<file path="src/rtl/dma_read_arbiter_pkg.sv">
// dma_read_arbiter_pkg: DMA read-channel bundle types and the arbiter state encoding
package dma_read_arbiter_pkg;
  localparam int CLADDR_WIDTH = 32;
  localparam int CLDATA_WIDTH = 64;
  typedef struct packed {
    logic [31:0] reg0;
    logic [31:0] reg1;
  } t_dma_regs;
  typedef struct packed {
    logic                    start;
    logic                    async;
    t_dma_regs               regs;
    logic [CLADDR_WIDTH-1:0] addr;
  } t_dma_control;
  typedef struct packed {
    logic idle;
    logic active;
    logic done;
  } t_dma_status;
  typedef struct packed {
    logic                    re;
    logic [CLADDR_WIDTH-1:0] raddr;
  } t_dma_tx_read;
  typedef struct packed {
    logic                    rvalid;
    logic                    ralmostfull;
    logic [CLDATA_WIDTH-1:0] rdata;
  } t_dma_rx_read;
  typedef enum logic [1:0] {
    ARB_IDLE    = 2'd0,
    ARB_START   = 2'd1,
    ARB_BUSY    = 2'd2,
    ARB_RELEASE = 2'd3
  } t_arbstate;
endpackage

</file>
<file path="src/rtl/dma_read_arbiter_picker.sv">
// dma_rr_picker: round-robin request picker; DMA_ARB_FIXED_PRIORITY_EN makes it lowest-index-wins
module dma_rr_picker #(
  parameter int NUM_CLIENTS      = 4,
  parameter int LOG2_NUM_CLIENTS = $clog2(NUM_CLIENTS)
) (
  input  logic [NUM_CLIENTS-1:0]      req_i,
  input  logic [LOG2_NUM_CLIENTS-1:0] ptr_i,
  output logic [NUM_CLIENTS-1:0]      gnt_o,
  output logic [LOG2_NUM_CLIENTS-1:0] idx_o
);
`ifdef DMA_ARB_FIXED_PRIORITY_EN
  logic unused_ptr;
  assign unused_ptr = ^ptr_i;
  // scan from the top down so the lowest requesting index is left standing
  always_comb begin
    gnt_o = '0;
    idx_o = '0;
    for (int k = NUM_CLIENTS - 1; k >= 0; k--)
      if (req_i[k]) begin
        gnt_o        = '0;
        gnt_o[k]     = 1'b1;
        idx_o        = LOG2_NUM_CLIENTS'(k);
      end
  end
`else
  // scan from farthest to nearest after the pointer so the nearest requester is left standing
  always_comb begin
    gnt_o = '0;
    idx_o = '0;
    for (int k = NUM_CLIENTS; k >= 1; k--)
      if (req_i[(int'(ptr_i) + k) % NUM_CLIENTS]) begin
        gnt_o                                   = '0;
        gnt_o[(int'(ptr_i) + k) % NUM_CLIENTS]  = 1'b1;
        idx_o = LOG2_NUM_CLIENTS'((int'(ptr_i) + k) % NUM_CLIENTS);
      end
  end
`endif
endmodule

</file>
<file path="src/rtl/dma_read_arbiter.sv">
// dma_read_arbiter: grants one client the shared read DMA per transfer; DMA_ARB_FIXED_PRIORITY_EN selects fixed priority
module dma_read_arbiter
  import dma_read_arbiter_pkg::*;
#(
  parameter int NUM_CLIENTS      = 4,
  parameter int LOG2_NUM_CLIENTS = $clog2(NUM_CLIENTS)
) (
  input  logic                        clk,
  input  logic                        reset,
  input  t_dma_control                client_control [NUM_CLIENTS],
  output t_dma_status                 client_status  [NUM_CLIENTS],
  input  t_dma_tx_read                client_tx_read [NUM_CLIENTS],
  output t_dma_rx_read                client_rx_read [NUM_CLIENTS],
  output t_dma_control                dma_control,
  input  t_dma_status                 dma_status,
  output t_dma_tx_read                dma_tx_read,
  input  t_dma_rx_read                dma_rx_read,
  output logic [LOG2_NUM_CLIENTS-1:0] owner
);
  t_arbstate                   state_q, state_d;
  t_dma_control                ctl_q, ctl_d;
  logic [LOG2_NUM_CLIENTS-1:0] owner_q, owner_d, ptr, pick_idx;
  logic [NUM_CLIENTS-1:0]      req, pick_gnt;
  logic                        grab, busy, held, unused_status;
  assign unused_status = dma_status.idle ^ dma_status.active;
  assign busy  = state_q == ARB_BUSY;
  assign held  = state_q == ARB_START || busy;
  assign grab  = state_q == ARB_IDLE && |pick_gnt;
  assign owner = owner_q;
  // gather the start bits as the request vector
  always_comb begin
    req = '0;
    for (int i = 0; i < NUM_CLIENTS; i++) req[i] = client_control[i].start;
  end
`ifdef DMA_ARB_FIXED_PRIORITY_EN
  assign ptr = '0;
`else
  logic [LOG2_NUM_CLIENTS-1:0] ptr_q;
  assign ptr = ptr_q;
  // the pointer remembers the last winner; reset points at the top so client 0 wins first
  always_ff @(posedge clk)
    if (reset) ptr_q <= LOG2_NUM_CLIENTS'(NUM_CLIENTS - 1);
    else if (grab) ptr_q <= pick_idx;
`endif
  dma_rr_picker #(.NUM_CLIENTS(NUM_CLIENTS), .LOG2_NUM_CLIENTS(LOG2_NUM_CLIENTS)) u_picker (
    .req_i(req),
    .ptr_i(ptr),
    .gnt_o(pick_gnt),
    .idx_o(pick_idx)
  );
  // transfer lifecycle: pick, pulse start, wait for done, one release cycle
  always_comb begin
    state_d = state_q == ARB_IDLE  ? (grab ? ARB_START : ARB_IDLE) :
              state_q == ARB_START ? ARB_BUSY :
              busy                 ? (dma_status.done ? ARB_RELEASE : ARB_BUSY) : ARB_IDLE;
    ctl_d   = grab ? client_control[pick_idx] : ctl_q;
    owner_d = grab ? pick_idx : owner_q;
  end
  // state, latched request and owner registers
  always_ff @(posedge clk)
    if (reset) begin
      state_q <= ARB_IDLE;
      ctl_q   <= '0;
      owner_q <= '0;
    end else begin
      state_q <= state_d;
      ctl_q   <= ctl_d;
      owner_q <= owner_d;
    end
  assign dma_control = state_q == ARB_START ? ctl_q : '0;
  assign dma_tx_read = busy ? client_tx_read[owner_q] : '0;
  // per-client status and read-response demux; data is broadcast, only rvalid is steered
  always_comb begin
    for (int i = 0; i < NUM_CLIENTS; i++) begin
      client_status[i] = '{
        idle:   !((held || state_q == ARB_RELEASE) && owner_q == LOG2_NUM_CLIENTS'(i)),
        active: held && owner_q == LOG2_NUM_CLIENTS'(i),
        done:   state_q == ARB_RELEASE && owner_q == LOG2_NUM_CLIENTS'(i)
      };
      client_rx_read[i] = '{
        rvalid:      dma_rx_read.rvalid && busy && owner_q == LOG2_NUM_CLIENTS'(i),
        ralmostfull: dma_rx_read.ralmostfull,
        rdata:       dma_rx_read.rdata
      };
    end
  end
  // the engine reporting done while it is still being started is a protocol violation
  assert property (@(posedge clk) disable iff (reset) state_q == ARB_START |-> !dma_status.done);
endmodule

</file>
<file path="config.mk">
export PLATFORM = sky130hd
export DESIGN_NAME = dma_read_arbiter
export DESIGN_NICKNAME = d
export VERILOG_FILES = /design/src/rtl/dma_read_arbiter_pkg.sv /design/src/rtl/dma_read_arbiter_picker.sv /design/src/rtl/dma_read_arbiter.sv
export SDC_FILE = /design/constraint.sdc
export NUM_CORES = 1
export LEC_CHECK = 0
export ABC_AREA = 1
export BUFFER_PORTS_ARGS = -buffer_cell sky130_fd_sc_hd__buf_4
export CORE_AREA = 2 2 395 397
export DETAILED_ROUTE_END_ITERATION = 16
export DIE_AREA = 0 0 397 399
export GPL_TIMING_DRIVEN = 0
export MAX_ROUTING_LAYER = met4
export PLACE_DENSITY_LB_ADDON = 0.08
export SYNTH_ARGS = -nofsm -noshare
export SYNTH_HDL_FRONTEND = slang
export SYNTH_SLANG_ARGS = --single-unit
export TNS_END_PERCENT = 50
</file>
<file path="constraint.sdc">
create_clock -name clk -period 2.07 [get_ports clk]
set_input_delay 0.621 -clock clk [delete_from_list [all_inputs] [get_ports clk]]
set_output_delay 0.621 -clock clk [all_outputs]
set_load 0.005 [all_outputs]
</file>
Word level (Yosys, flattened, before mapping)
Index checks and enable logic that the tools add are counted.

operators by class
  equal/unequal tests = 6
  reduce and logical (&&, ||, !) cells = 35
  $add $sub $neg = 4
  mux-type cells = 41
  bitwise operators = 6
  order comparisons = 10

operator list
  cell                                                               count
  2-to-1 mux 98 bit                                                  3
  binary-select mux 98 bit (select 2 bit)                            1
  2-to-1 mux 33 bit                                                  3
  binary-select mux 33 bit (select 2 bit)                            1
  logical AND 1 bit                                                  22
  less-than comparator 3 x 4 -> 1 bit, second input constant         4
  2-to-1 mux 4 bit                                                   4
  2-to-1 mux 1 bit                                                   14
  2-to-1 mux 2 bit                                                   7
  greater-or-equal comparator 3 x 1 -> 1 bit, second input constant  4
  binary-select mux 1 bit (select 2 bit)                             4
  demux 1 bit (select 2 bit)                                         4
  == test 2 bit, second input constant                               4
  OR reduction 2 bit                                                 4
  greater-or-equal comparator 3 bit, second input constant           2
  NOT 2 -> 3 bit                                                     2
  adder 2 x 1 -> 2 bit, second input constant                        2
  adder 2 bit, second input constant                                 2
  bitwise AND 1 bit, first input constant                            4
  == test 2 x 1 -> 1 bit, second input constant                      2
  zero test 1 bit                                                    4
  zero test 2 bit                                                    2
  OR reduction 4 bit                                                 1
  logical OR 1 bit                                                   2

storage, ports and cells
  output and inout port bits = 409
  word-level logic and storage cells = 110
  register bits = 104

Longest topological paths before layout
Gate-level depths: netlist of run 1.

  depth after elaboration = 15
  mapped depth = 17

Modules after synthesis
Synthesis of run 1 repeated with hierarchy kept, for this count alone.

unflattened totals
  cell total of the unflattened synthesis = 2658
  area, all modules = 13238.9 um^2

modules (own cells, without submodules)
  module            cells an instance  instances  area an instance (um^2)
  dma_read_arbiter  2572               1          12802.3
  dma_rr_picker     86                 1          436.7

Worst setup path before layout of run 1
Ideal clock, no wire load.

  path type = register to register
  start = register ptr_q[0] (netlist: ptr[0])
  end = register ctl_q[56] in the netlist's numbering
  setup slack = -183 ps
  arrival time = 2141 ps
  cell stages (with the launch flop) = 16
  cells stage by stage = dfxtp_1 inv_2 ha_1 inv_1 nand3_1 nand2_1 nand2_1 nand2_1 nand2_2 buf_4 clkbuf_1 nand3b_1 nand3_1 nand2_1 nor2_1 nor2_1

on the way
  cells in the longest elaborated chain, start to end = 13
  elaborated cells between the ends (all ways) = 58
  classes of those cells = add/sub (4); order compare (8); mux (31); bitwise (5); reduce/logical (10)

RTL lines
  item                                                                                                                            RTL line                                                                                     source
  from (decl)                                                                                                                     dma_read_arbiter.sv:38                                                                       logic [LOG2_NUM_CLIENTS-1:0] ptr_q;
  from (signal assigned)                                                                                                          dma_read_arbiter.sv:42                                                                       if (reset) ptr_q <= LOG2_NUM_CLIENTS'(NUM_CLIENTS - 1);
  from (signal assigned)                                                                                                          dma_read_arbiter.sv:43                                                                       else if (grab) ptr_q <= pick_idx;
  adder 2 x 1 -> 2 bit                                                                                                            dma_read_arbiter_picker.sv:31, dma_read_arbiter_picker.sv:33, dma_read_arbiter_picker.sv:34
  OR reduction 2 bit (no source line)                                                                                             n/a
  bitwise AND 1 bit (no source line)                                                                                              n/a
  less-than comparator 3 x 4 -> 1 bit (not written as such) / greater-or-equal comparator 3 x 1 -> 1 bit (equally long branches)  dma_read_arbiter_picker.sv:33                                                                gnt_o[(int'(ptr_i) + k) % NUM_CLIENTS] = 1'b1;
  logical AND 1 bit (not written as such)                                                                                         dma_read_arbiter_picker.sv:33
  2-to-1 mux 1 bit (not written as such)                                                                                          dma_read_arbiter_picker.sv:33
  demux 1 bit (select 2 bit)                                                                                                      n/a
  2-to-1 mux 4 bit (4 in series)                                                                                                  dma_read_arbiter_picker.sv:31                                                                if (req_i[(int'(ptr_i) + k) % NUM_CLIENTS]) begin
  OR reduction 4 bit                                                                                                              dma_read_arbiter.sv:28                                                                       assign grab = state_q == ARB_IDLE && |pick_gnt;
  logical AND 1 bit                                                                                                               dma_read_arbiter.sv:28
  to (signal assigned)                                                                                                            dma_read_arbiter.sv:67                                                                       ctl_q <= ctl_d;
  to (decl)                                                                                                                       dma_read_arbiter.sv:21                                                                       t_dma_control ctl_q, ctl_d;

Parallel ways exist; a longest one is shown, timed or not. The select of a mux whose other input is x is not followed.
A chain may end at the register's enable or synchronous reset.

Worst setup path in the final report of run 1
  start = register ptr_q[0] (netlist: ptr[0])
  end = register ctl_q[63] in the netlist's numbering

Same word-level chain as after synthesis.

==> run_summary.xml, run 1 <==
<?xml version="1.0" encoding="UTF-8"?>
<metrics>
  <group name="synth">
    <metric name="synth_flop_cell" unit="">sky130_fd_sc_hd__dfxtp_1</metric>
    <metric name="synth_top_cells_by_count" unit="">sky130_fd_sc_hd__nand2_1, sky130_fd_sc_hd__inv_1, sky130_fd_sc_hd__nand3_1, sky130_fd_sc_hd__buf_4, sky130_fd_sc_hd__nor2_1</metric>
    <metric name="synthesis.area" unit="um2">12900</metric>
    <metric name="synth_seq_area_share" unit="%">16.1</metric>
    <metric name="syn_inst" unit="">2384</metric>
    <metric name="yosysWarningCount" unit="">0</metric>
    <metric name="avgSynthCellArea" unit="um2">5.42</metric>
    <metric name="post-synth-top-count-cell" unit="">sky130_fd_sc_hd__nand2_1</metric>
    <metric name="asyncSetResetFlopFracSynth" unit="%">0</metric>
    <metric name="ys_seq_elements" unit="">104</metric>
    <metric name="synth.net_count" unit="">2990</metric>
    <metric name="synth.top_cells.by_area" unit="">sky130_fd_sc_hd__nand2_1, sky130_fd_sc_hd__dfxtp_1, sky130_fd_sc_hd__buf_4, sky130_fd_sc_hd__inv_1, sky130_fd_sc_hd__nand3_1</metric>
    <metric name="synth-edff-count" unit="">0</metric>
    <metric name="yosysUniqueCellTypes" unit="">21</metric>
    <metric name="synth_top_area_share" unit="%">18.1</metric>
    <metric name="synth_area_leader_cell" unit="">sky130_fd_sc_hd__nand2_1</metric>
  </group>
  <group name="cells_and_area">
    <metric name="layout.area.seq" unit="um2">2100</metric>
    <metric name="filler_cell_count" unit="">17900</metric>
    <metric name="post_route_cells_drive_above_1_share" unit="%">53.3</metric>
    <metric name="multiInputGateArea" unit="um2">8060</metric>
    <metric name="finish.utilization" unit="%">18.4</metric>
    <metric name="synthToLayoutAreaGrowth" unit="%">119</metric>
    <metric name="layout.cell_area.non_filler" unit="um2">28300</metric>
    <metric name="final_net_count" unit="">4054</metric>
  </group>
  <group name="sta">
    <metric name="setup_viol_count_final" unit="">248</metric>
    <metric name="timing.setup.tns" unit="ns">-75.29</metric>
    <metric name="period_minus_slack" unit="ns">2.46</metric>
    <metric name="setup_slack" unit="ns">-0.389</metric>
    <metric name="worstMarginPinSlew" unit="ns">0.831</metric>
    <metric name="maxSlewViolCount" unit="">0</metric>
    <metric name="timing.max_slew.rel_slack" unit="%">44.6</metric>
    <metric name="timing.fmax" unit="GHz">0.407</metric>
    <metric name="setup_repair_after_global_routing_missed_its_margin" unit="">yes</metric>
    <metric name="fin_worst_skew" unit="ns">0.0205</metric>
    <metric name="report.final.hold_viol_count" unit="">0</metric>
    <metric name="post-route-period-util" unit="%">119</metric>
  </group>
  <group name="global_route">
    <metric name="all_layer_gr_usage" unit="%">14.4</metric>
    <metric name="antenna_found_initial" unit="">21</metric>
    <metric name="vias_in_the_first_global_route" unit="">18600</metric>
    <metric name="grt_max_degree" unit="">23</metric>
    <metric name="grt-ovfl-total" unit="">0</metric>
    <metric name="wire_length_of_the_first_global_routing_pass" unit="um">153000</metric>
  </group>
  <group name="setup_path">
    <metric name="worstSetupEndpointType" unit="">flop</metric>
    <metric name="arrival" unit="ns">2.78</metric>
    <metric name="timing.critical_path.slowest_cell_delay" unit="ns">0.45</metric>
    <metric name="worstSetupPathType" unit="">flop to flop</metric>
    <metric name="worstSetupStartpointType" unit="">flop</metric>
    <metric name="timing.critical_path.fanout_max" unit="">8</metric>
    <metric name="critical_path.slowest_cell" unit="">sky130_fd_sc_hd__dfxtp_4</metric>
    <metric name="critical_path.most_common_cell" unit="">sky130_fd_sc_hd__nand2_1</metric>
    <metric name="worst_path_required" unit="ns">2.39</metric>
    <metric name="cp_cell_sequence" unit="">inv_8 &gt; ha_4 &gt; inv_4 &gt; nand3_4 &gt; nand2_8 &gt; nand3_1 &gt; nand2_1 &gt; nand3_1 &gt; nor2_2 &gt; nand2_4 &gt; nand2_8 &gt; buf_6 &gt; buf_16 &gt; buf_12 &gt; buf_8 &gt; nand2_1 &gt; nand2_1 &gt; nor2_1</metric>
  </group>
  <group name="die">
    <metric name="starting_density_of_the_core" unit="%">8.40</metric>
    <metric name="fp.dieArea" unit="um2">158000</metric>
    <metric name="floorplan.die.height" unit="um">399</metric>
    <metric name="floorplan.io_pins" unit="">1004</metric>
    <metric name="fp.dieW" unit="um">397</metric>
    <metric name="floorplan.rows" unit="">144</metric>
    <metric name="coreArea" unit="um2">154000</metric>
  </group>
  <group name="placed_design">
    <metric name="routabilityCongestion" unit="">0.787</metric>
    <metric name="place_area" unit="um2">22500</metric>
    <metric name="numPortBuffers" unit="">936</metric>
    <metric name="hpwlAfterDp" unit="um">92400</metric>
  </group>
  <group name="clock_network">
    <metric name="clock_tree_from_tritoncts" unit="">done</metric>
    <metric name="root_buffer" unit="">sky130_fd_sc_hd__clkbuf_16</metric>
    <metric name="cts.path.max_buffers" unit="">2</metric>
    <metric name="tritoncts.num_buffers" unit="">9</metric>
    <metric name="worstSkewPairLatency" unit="ns">0.44</metric>
    <metric name="cts.sink_count" unit="">104</metric>
    <metric name="h_tree_level_count" unit="">3</metric>
    <metric name="worst_setup_hold_path_clk_slew" unit="ns">0.09</metric>
  </group>
  <group name="routing">
    <metric name="detail_route.iter0.violations" unit="">800</metric>
    <metric name="wire_per_inst" unit="um">21.1</metric>
    <metric name="route.detailed.vias_per_inst" unit="">3.30</metric>
    <metric name="drt_drc" unit="">0</metric>
    <metric name="antenna_violating_nets_post_route" unit="">0</metric>
    <metric name="detail_route.first_pass.iterations" unit="">5</metric>
    <metric name="routed-via-count" unit="">18200</metric>
    <metric name="finalWirelength" unit="um">116000</metric>
  </group>
  <group name="power_and_ir_drop">
    <metric name="cellPowerDensity" unit="nW/um2">1780</metric>
    <metric name="power.static_leakage" unit="nW">15.4</metric>
    <metric name="vdd.ir_drop.worst" unit="V">0.000927</metric>
  </group>
  <group name="outcome">
    <metric name="failing_checks" unit="">negative setup slack</metric>
    <metric name="outcome" unit="">complete, but fails checks</metric>
  </group>
  <group name="hold_path">
    <metric name="hold_class" unit="">input port to flop</metric>
  </group>
  <group name="job">
    <metric name="max_cap_violations" unit="">0</metric>
  </group>
</metrics>
-- registers in the layout, summed over array words and instances, names as in the netlist --
name,flops
owner,2
state_q,2
ctl_q,98
ptr,2
-- metal layers --
| layer | vias to the layer above | GRT usage, % | routed length, um |
|---|---|---|---|
| li1 | 9048 | - | - |
| met1 | 8465 | 15.9 | 46100 |
| met2 | 641 | 26.1 | 61600 |
| met3 | 43 | 3.63 | 7620 |
| met4 | 0 | 2.50 | 1160 |
| met5 | - | - | 0 |
-- power by group --
part	switching (mW)	leakage [nW]	internal, mW
Combinational	24.5	14.3	20.2
Clock	1.18	0.154	0.882
Sequential	0.577	0.868	2.90
-- layout make-up --
type                       count  share of cell area, %
sequential                   104                   7.43
clock inverter                 7                  0.322
multi-input combinational   1368                   28.4
clock buffer                   9                  0.795
timing repair buffer        1056                   32.6
tap                         2044                   9.03
buffer                       398                   14.3
inverter                     511                   6.99
antenna                       16                  0.141
-- kinds of logic after synthesis --
| group | Yosys count | synth area share [%] |
|---|---|---|
| and+or+nand+nor | 1252 | 42.4 |
| AOI/OAI and AO/OA | 105 | 5.35 |
| adders and majority gates | 11 | 1.07 |
| DFF | 104 | 16.1 |
| buffers and inverters | 912 | 35.1 |
-- stage by stage --
step                      setup WS (ns)  cells  power [mW]  hold slack [ns]
after floorplan                0.000221   2384        18.5            0.424
final                            -0.389   5513        50.3            0.406
after detailed placement          -2.06   5364        31.4            0.449
after global placement            -2.31   5364        31.7            0.450
after global routing             -0.561   5510        54.8            0.402
after CTS                        -0.479   5466        48.6            0.370
-- critical path: cells and delay by family (launching register included) --
kind          cells  cell delay [ns]
fa+ha+maj         1             0.27
buf+inv           6             0.65
flops             1             0.45
simple gates     11             0.94
-- worst paths after layout --
path | cells after the start | start | endpoint | slack, ns
worst max register to register | 18 | ptr[0]$_SDFFE_PP1P_ | ctl_q[63]$_SDFFE_PP0P_ | -0.39
worst min register to register | 2 | ctl_q[97]$_SDFFE_PP0P_ | ctl_q[97]$_SDFFE_PP0P_ | 0.50
worst max-delay path | 18 | ptr[0]$_SDFFE_PP1P_ | ctl_q[63]$_SDFFE_PP0P_ | -0.39
worst min-delay path | 2 | reset | owner[0]$_SDFFE_PP0P_ | 0.41
-- layout by cell type (no fill, tap or decap), drive strengths merged --
cell | synthesis | layout
nand2 | 630 | 630
inv | 509 | 513
o21ai | 2 | 2
nand3 | 307 | 307
clkbuf | 53 | 53
nor2 | 214 | 214
ha | 11 | 11
nand3b | 97 | 97
clkinvlp | 0 | 2
a22oi | 66 | 66
buf | 348 | 1410
clkinv | 2 | 3
diode | 0 | 16
or2 | 3 | 3
nor3 | 1 | 1
dfxtp | 104 | 104
a21oi | 37 | 37
-- repair_timing --
action / in CTS / in global routing
setup endpoints to repair: 249 / 248
pin swaps: 85 / 133
resized for setup: 660 / 353
cloned: 25 / 15
hold buffers: 0 / 0
setup buffers: 63 / 24
Note: power is estimated with default switching activity, not from simulation.
==> run 2, diff against run 1 <==
CAP_MARGIN = 10   (was not set)
CORE_AREA = 3 3 384 386   (was 2 2 395 397)
DIE_AREA = 0 0 387 389   (was 0 0 397 399)
MAX_ROUTING_LAYER = not set   (was met4)
==> run 2 against run 1 <==
Compared with the run above:
- the flow still finishes with violations (negative setup slack)
- clock skew decreased by 0.0090 ns
- clock power increased by 3%
- fmax about the same
- flip-flop and latch count unchanged
- critical path depth decreased by 3
- critical endpoint is now ctl_q[13]$_SDFFE_PP0P_
- largest cell class unchanged
==> run_summary.xml, run 2 (same netlist as run 1, synthesis figures left out) <==
<?xml version="1.0" encoding="UTF-8"?>
<metrics>
  <group name="outcome">
    <metric name="outcome" unit="">complete, but fails checks</metric>
    <metric name="failing_checks" unit="">negative setup slack</metric>
  </group>
  <group name="global_route">
    <metric name="grt-ovfl-total" unit="">0</metric>
    <metric name="wire_length_of_the_first_global_routing_pass" unit="um">149000</metric>
    <metric name="vias_in_the_first_global_route" unit="">18600</metric>
    <metric name="grt_max_degree" unit="">18</metric>
    <metric name="all_layer_gr_usage" unit="%">14.3</metric>
    <metric name="antenna_found_initial" unit="">19</metric>
  </group>
  <group name="routing">
    <metric name="route.detailed.vias_per_inst" unit="">3.35</metric>
    <metric name="detail_route.iter0.violations" unit="">755</metric>
    <metric name="drt_drc" unit="">0</metric>
    <metric name="wire_per_inst" unit="um">21.2</metric>
    <metric name="detail_route.first_pass.iterations" unit="">5</metric>
    <metric name="finalWirelength" unit="um">113000</metric>
    <metric name="antenna_violating_nets_post_route" unit="">0</metric>
    <metric name="routed-via-count" unit="">17800</metric>
  </group>
  <group name="die">
    <metric name="fp.dieW" unit="um">387</metric>
    <metric name="starting_density_of_the_core" unit="%">8.98</metric>
    <metric name="floorplan.io_pins" unit="">1004</metric>
    <metric name="coreArea" unit="um2">144000</metric>
    <metric name="floorplan.rows" unit="">139</metric>
    <metric name="floorplan.die.height" unit="um">389</metric>
    <metric name="fp.dieArea" unit="um2">151000</metric>
  </group>
  <group name="placed_design">
    <metric name="hpwlAfterDp" unit="um">91700</metric>
    <metric name="numPortBuffers" unit="">936</metric>
    <metric name="place_worst_setup_slack" unit="ns">-2.22</metric>
    <metric name="place_area" unit="um2">22300</metric>
    <metric name="routabilityCongestion" unit="">0.780</metric>
  </group>
  <group name="sta">
    <metric name="setup_repair_after_global_routing_missed_its_margin" unit="">yes</metric>
    <metric name="setup_viol_count_final" unit="">248</metric>
    <metric name="timing.fmax" unit="GHz">0.407</metric>
    <metric name="fin_worst_skew" unit="ns">0.0115</metric>
    <metric name="report.final.hold_viol_count" unit="">0</metric>
    <metric name="period_minus_slack" unit="ns">2.46</metric>
    <metric name="setup_slack" unit="ns">-0.387</metric>
    <metric name="post-route-period-util" unit="%">119</metric>
    <metric name="worstMarginPinSlew" unit="ns">0.728</metric>
    <metric name="maxSlewViolCount" unit="">0</metric>
    <metric name="timing.max_slew.rel_slack" unit="%">51.5</metric>
    <metric name="timing.setup.tns" unit="ns">-61.55</metric>
  </group>
  <group name="setup_path">
    <metric name="critical_path.slowest_cell" unit="">sky130_fd_sc_hd__dfxtp_4</metric>
    <metric name="worst_path_required" unit="ns">2.42</metric>
    <metric name="path_delay_family" unit="">simple AND/OR/NAND/NOR gates</metric>
    <metric name="arrival" unit="ns">2.80</metric>
    <metric name="timing.critical_path.slowest_cell_delay" unit="ns">0.43</metric>
    <metric name="cp_cell_sequence" unit="">inv_8 &gt; ha_4 &gt; nand3_2 &gt; nand2_8 &gt; nand2_4 &gt; nand2_4 &gt; nand2_8 &gt; buf_16 &gt; buf_6 &gt; buf_8 &gt; nand3_1 &gt; nand3_2 &gt; nand2_1 &gt; nor2_1 &gt; nor2_1</metric>
    <metric name="worstSetupStartpointType" unit="">flop</metric>
    <metric name="worstSetupEndpointType" unit="">flop</metric>
    <metric name="timing.critical_path.fanout_max" unit="">8</metric>
    <metric name="worstSetupPathType" unit="">flop to flop</metric>
    <metric name="cp.buffers_inverters" unit="">4</metric>
  </group>
  <group name="power_and_ir_drop">
    <metric name="cellPowerDensity" unit="nW/um2">1710</metric>
    <metric name="netSwitchingPower" unit="mW">24.1</metric>
    <metric name="vdd.ir_drop.worst" unit="V">0.000965</metric>
    <metric name="combinationalPowerShare" unit="%">87.6</metric>
    <metric name="p_int" unit="mW">20.7</metric>
    <metric name="power_switching_share" unit="%">53.7</metric>
    <metric name="power.static_leakage" unit="nW">14.6</metric>
    <metric name="clock_power_share" unit="%">4.8</metric>
    <metric name="power_frac_seq" unit="%">7.6</metric>
  </group>
  <group name="cells_and_area">
    <metric name="final_cell_mix" unit="">sky130_fd_sc_hd__buf_4, sky130_fd_sc_hd__nand2_1, sky130_fd_sc_hd__inv_1, sky130_fd_sc_hd__nand3_1, sky130_fd_sc_hd__nor2_1</metric>
    <metric name="post_route_cells_drive_above_1_share" unit="%">48.5</metric>
    <metric name="filler_cell_count" unit="">16800</metric>
    <metric name="largest_register_ffs" unit="">98</metric>
    <metric name="finish.utilization" unit="%">18.2</metric>
    <metric name="mostFrequentLayoutCell" unit="">sky130_fd_sc_hd__buf_4</metric>
    <metric name="registers.top_by_ff_count" unit="">ctl_q</metric>
    <metric name="layout.cell_area.non_filler" unit="um2">26200</metric>
    <metric name="final_net_count" unit="">4005</metric>
    <metric name="synthToLayoutAreaGrowth" unit="%">103</metric>
  </group>
  <group name="clock_network">
    <metric name="worstSkewPairLatency" unit="ns">0.41</metric>
    <metric name="cts.path.max_buffers" unit="">2</metric>
    <metric name="h_tree_level_count" unit="">3</metric>
    <metric name="clock_tree_from_tritoncts" unit="">done</metric>
    <metric name="worst_setup_hold_path_clk_slew" unit="ns">0.09</metric>
    <metric name="cts.sink_count" unit="">104</metric>
    <metric name="tritoncts.num_buffers" unit="">9</metric>
    <metric name="root_buffer" unit="">sky130_fd_sc_hd__clkbuf_16</metric>
  </group>
  <group name="hold_path">
    <metric name="hold_class" unit="">flop to flop</metric>
  </group>
  <group name="job">
    <metric name="max_cap_violations" unit="">0</metric>
  </group>
</metrics>
[run 2: final timing paths]
check,start,end,slack [ns],cells after the start
setup / recovery,ptr[0]$_SDFFE_PP1P_,ctl_q[13]$_SDFFE_PP0P_,-0.39,15
setup reg to reg,ptr[0]$_SDFFE_PP1P_,ctl_q[13]$_SDFFE_PP0P_,-0.39,15
hold reg to reg,ctl_q[97]$_SDFFE_PP0P_,ctl_q[97]$_SDFFE_PP0P_,0.46,2
hold / removal,ctl_q[97]$_SDFFE_PP0P_,ctl_q[97]$_SDFFE_PP0P_,0.46,2
[run 2: what timing repair did]
action / CTS / global route
cloned: 16 / 5
setup endpoints to repair: 250 / 250
pin swaps: 73 / 28
gates resized for setup: 569 / 150
buffers inserted: 50 / 3
hold buffers: 0 / 0
[run 2: area by class of cell]
| class | instances | area (um2) | share of cell area, % |
|---|---|---|---|
| buffer | 397 | 3850 | 14.7 |
| inverter | 511 | 1970 | 7.51 |
| timing repair buffer | 1008 | 8210 | 31.3 |
| clock inverter | 5 | 86.3 | 0.329 |
| clock buffer | 11 | 243 | 0.925 |
| tap | 1903 | 2380 | 9.08 |
| sequential | 104 | 2100 | 8.01 |
| multi-input combinational | 1368 | 7360 | 28.0 |
| antenna | 12 | 30.0 | 0.114 |
[run 2: worst register-to-register path, cell delays in order (launching register included)]
cell and delay [ns]:
sky130_fd_sc_hd__dfxtp_4 0.43, sky130_fd_sc_hd__inv_8 0.06, sky130_fd_sc_hd__ha_4 0.30, sky130_fd_sc_hd__nand3_2 0.14, sky130_fd_sc_hd__nand2_8 0.13, sky130_fd_sc_hd__nand2_4 0.06, sky130_fd_sc_hd__nand2_4 0.09, sky130_fd_sc_hd__nand2_8 0.10
sky130_fd_sc_hd__buf_16 0.20, sky130_fd_sc_hd__buf_6 0.16, sky130_fd_sc_hd__buf_8 0.13, sky130_fd_sc_hd__nand3_1 0.12, sky130_fd_sc_hd__nand3_2 0.18, sky130_fd_sc_hd__nand2_1 0.15, sky130_fd_sc_hd__nor2_1 0.05, sky130_fd_sc_hd__nor2_1 0.09
[run 2: per-stage QoR]
stage / power, mW / hold slack (ns) / instances
floorplan: 18.5 / 0.424 / 2384
global placement: 31.5 / 0.441 / 5223
detailed placement: 31.3 / 0.441 / 5223
CTS: 44.3 / 0.397 / 5301
global route: 49.1 / 0.431 / 5312
finish: 44.8 / 0.457 / 5319
[run 2: metal layers]
layer / vias up / wire, um / track usage (%) / share of wire [%]
li1: 8921 / - / - / -
met5: - / 106 / 0 / 0.094
met4: 14 / 2120 / 3.20 / 1.9
met1: 8167 / 44700 / 16.1 / 40
met2: 647 / 58400 / 26.4 / 52
met3: 70 / 7490 / 3.98 / 6.6
[run 2: power groups by stage]
stage / Clock, mW / Combinational [mW] / Sequential (mW)
finish: 2.14 / 39.3 / 3.40
global route: 2.38 / 43.2 / 3.50
CTS: 2.34 / 38.5 / 3.40
detailed placement: 0 / 27.9 / 3.40
global placement: 0 / 28.1 / 3.42
floorplan: 0 / 15.2 / 3.24
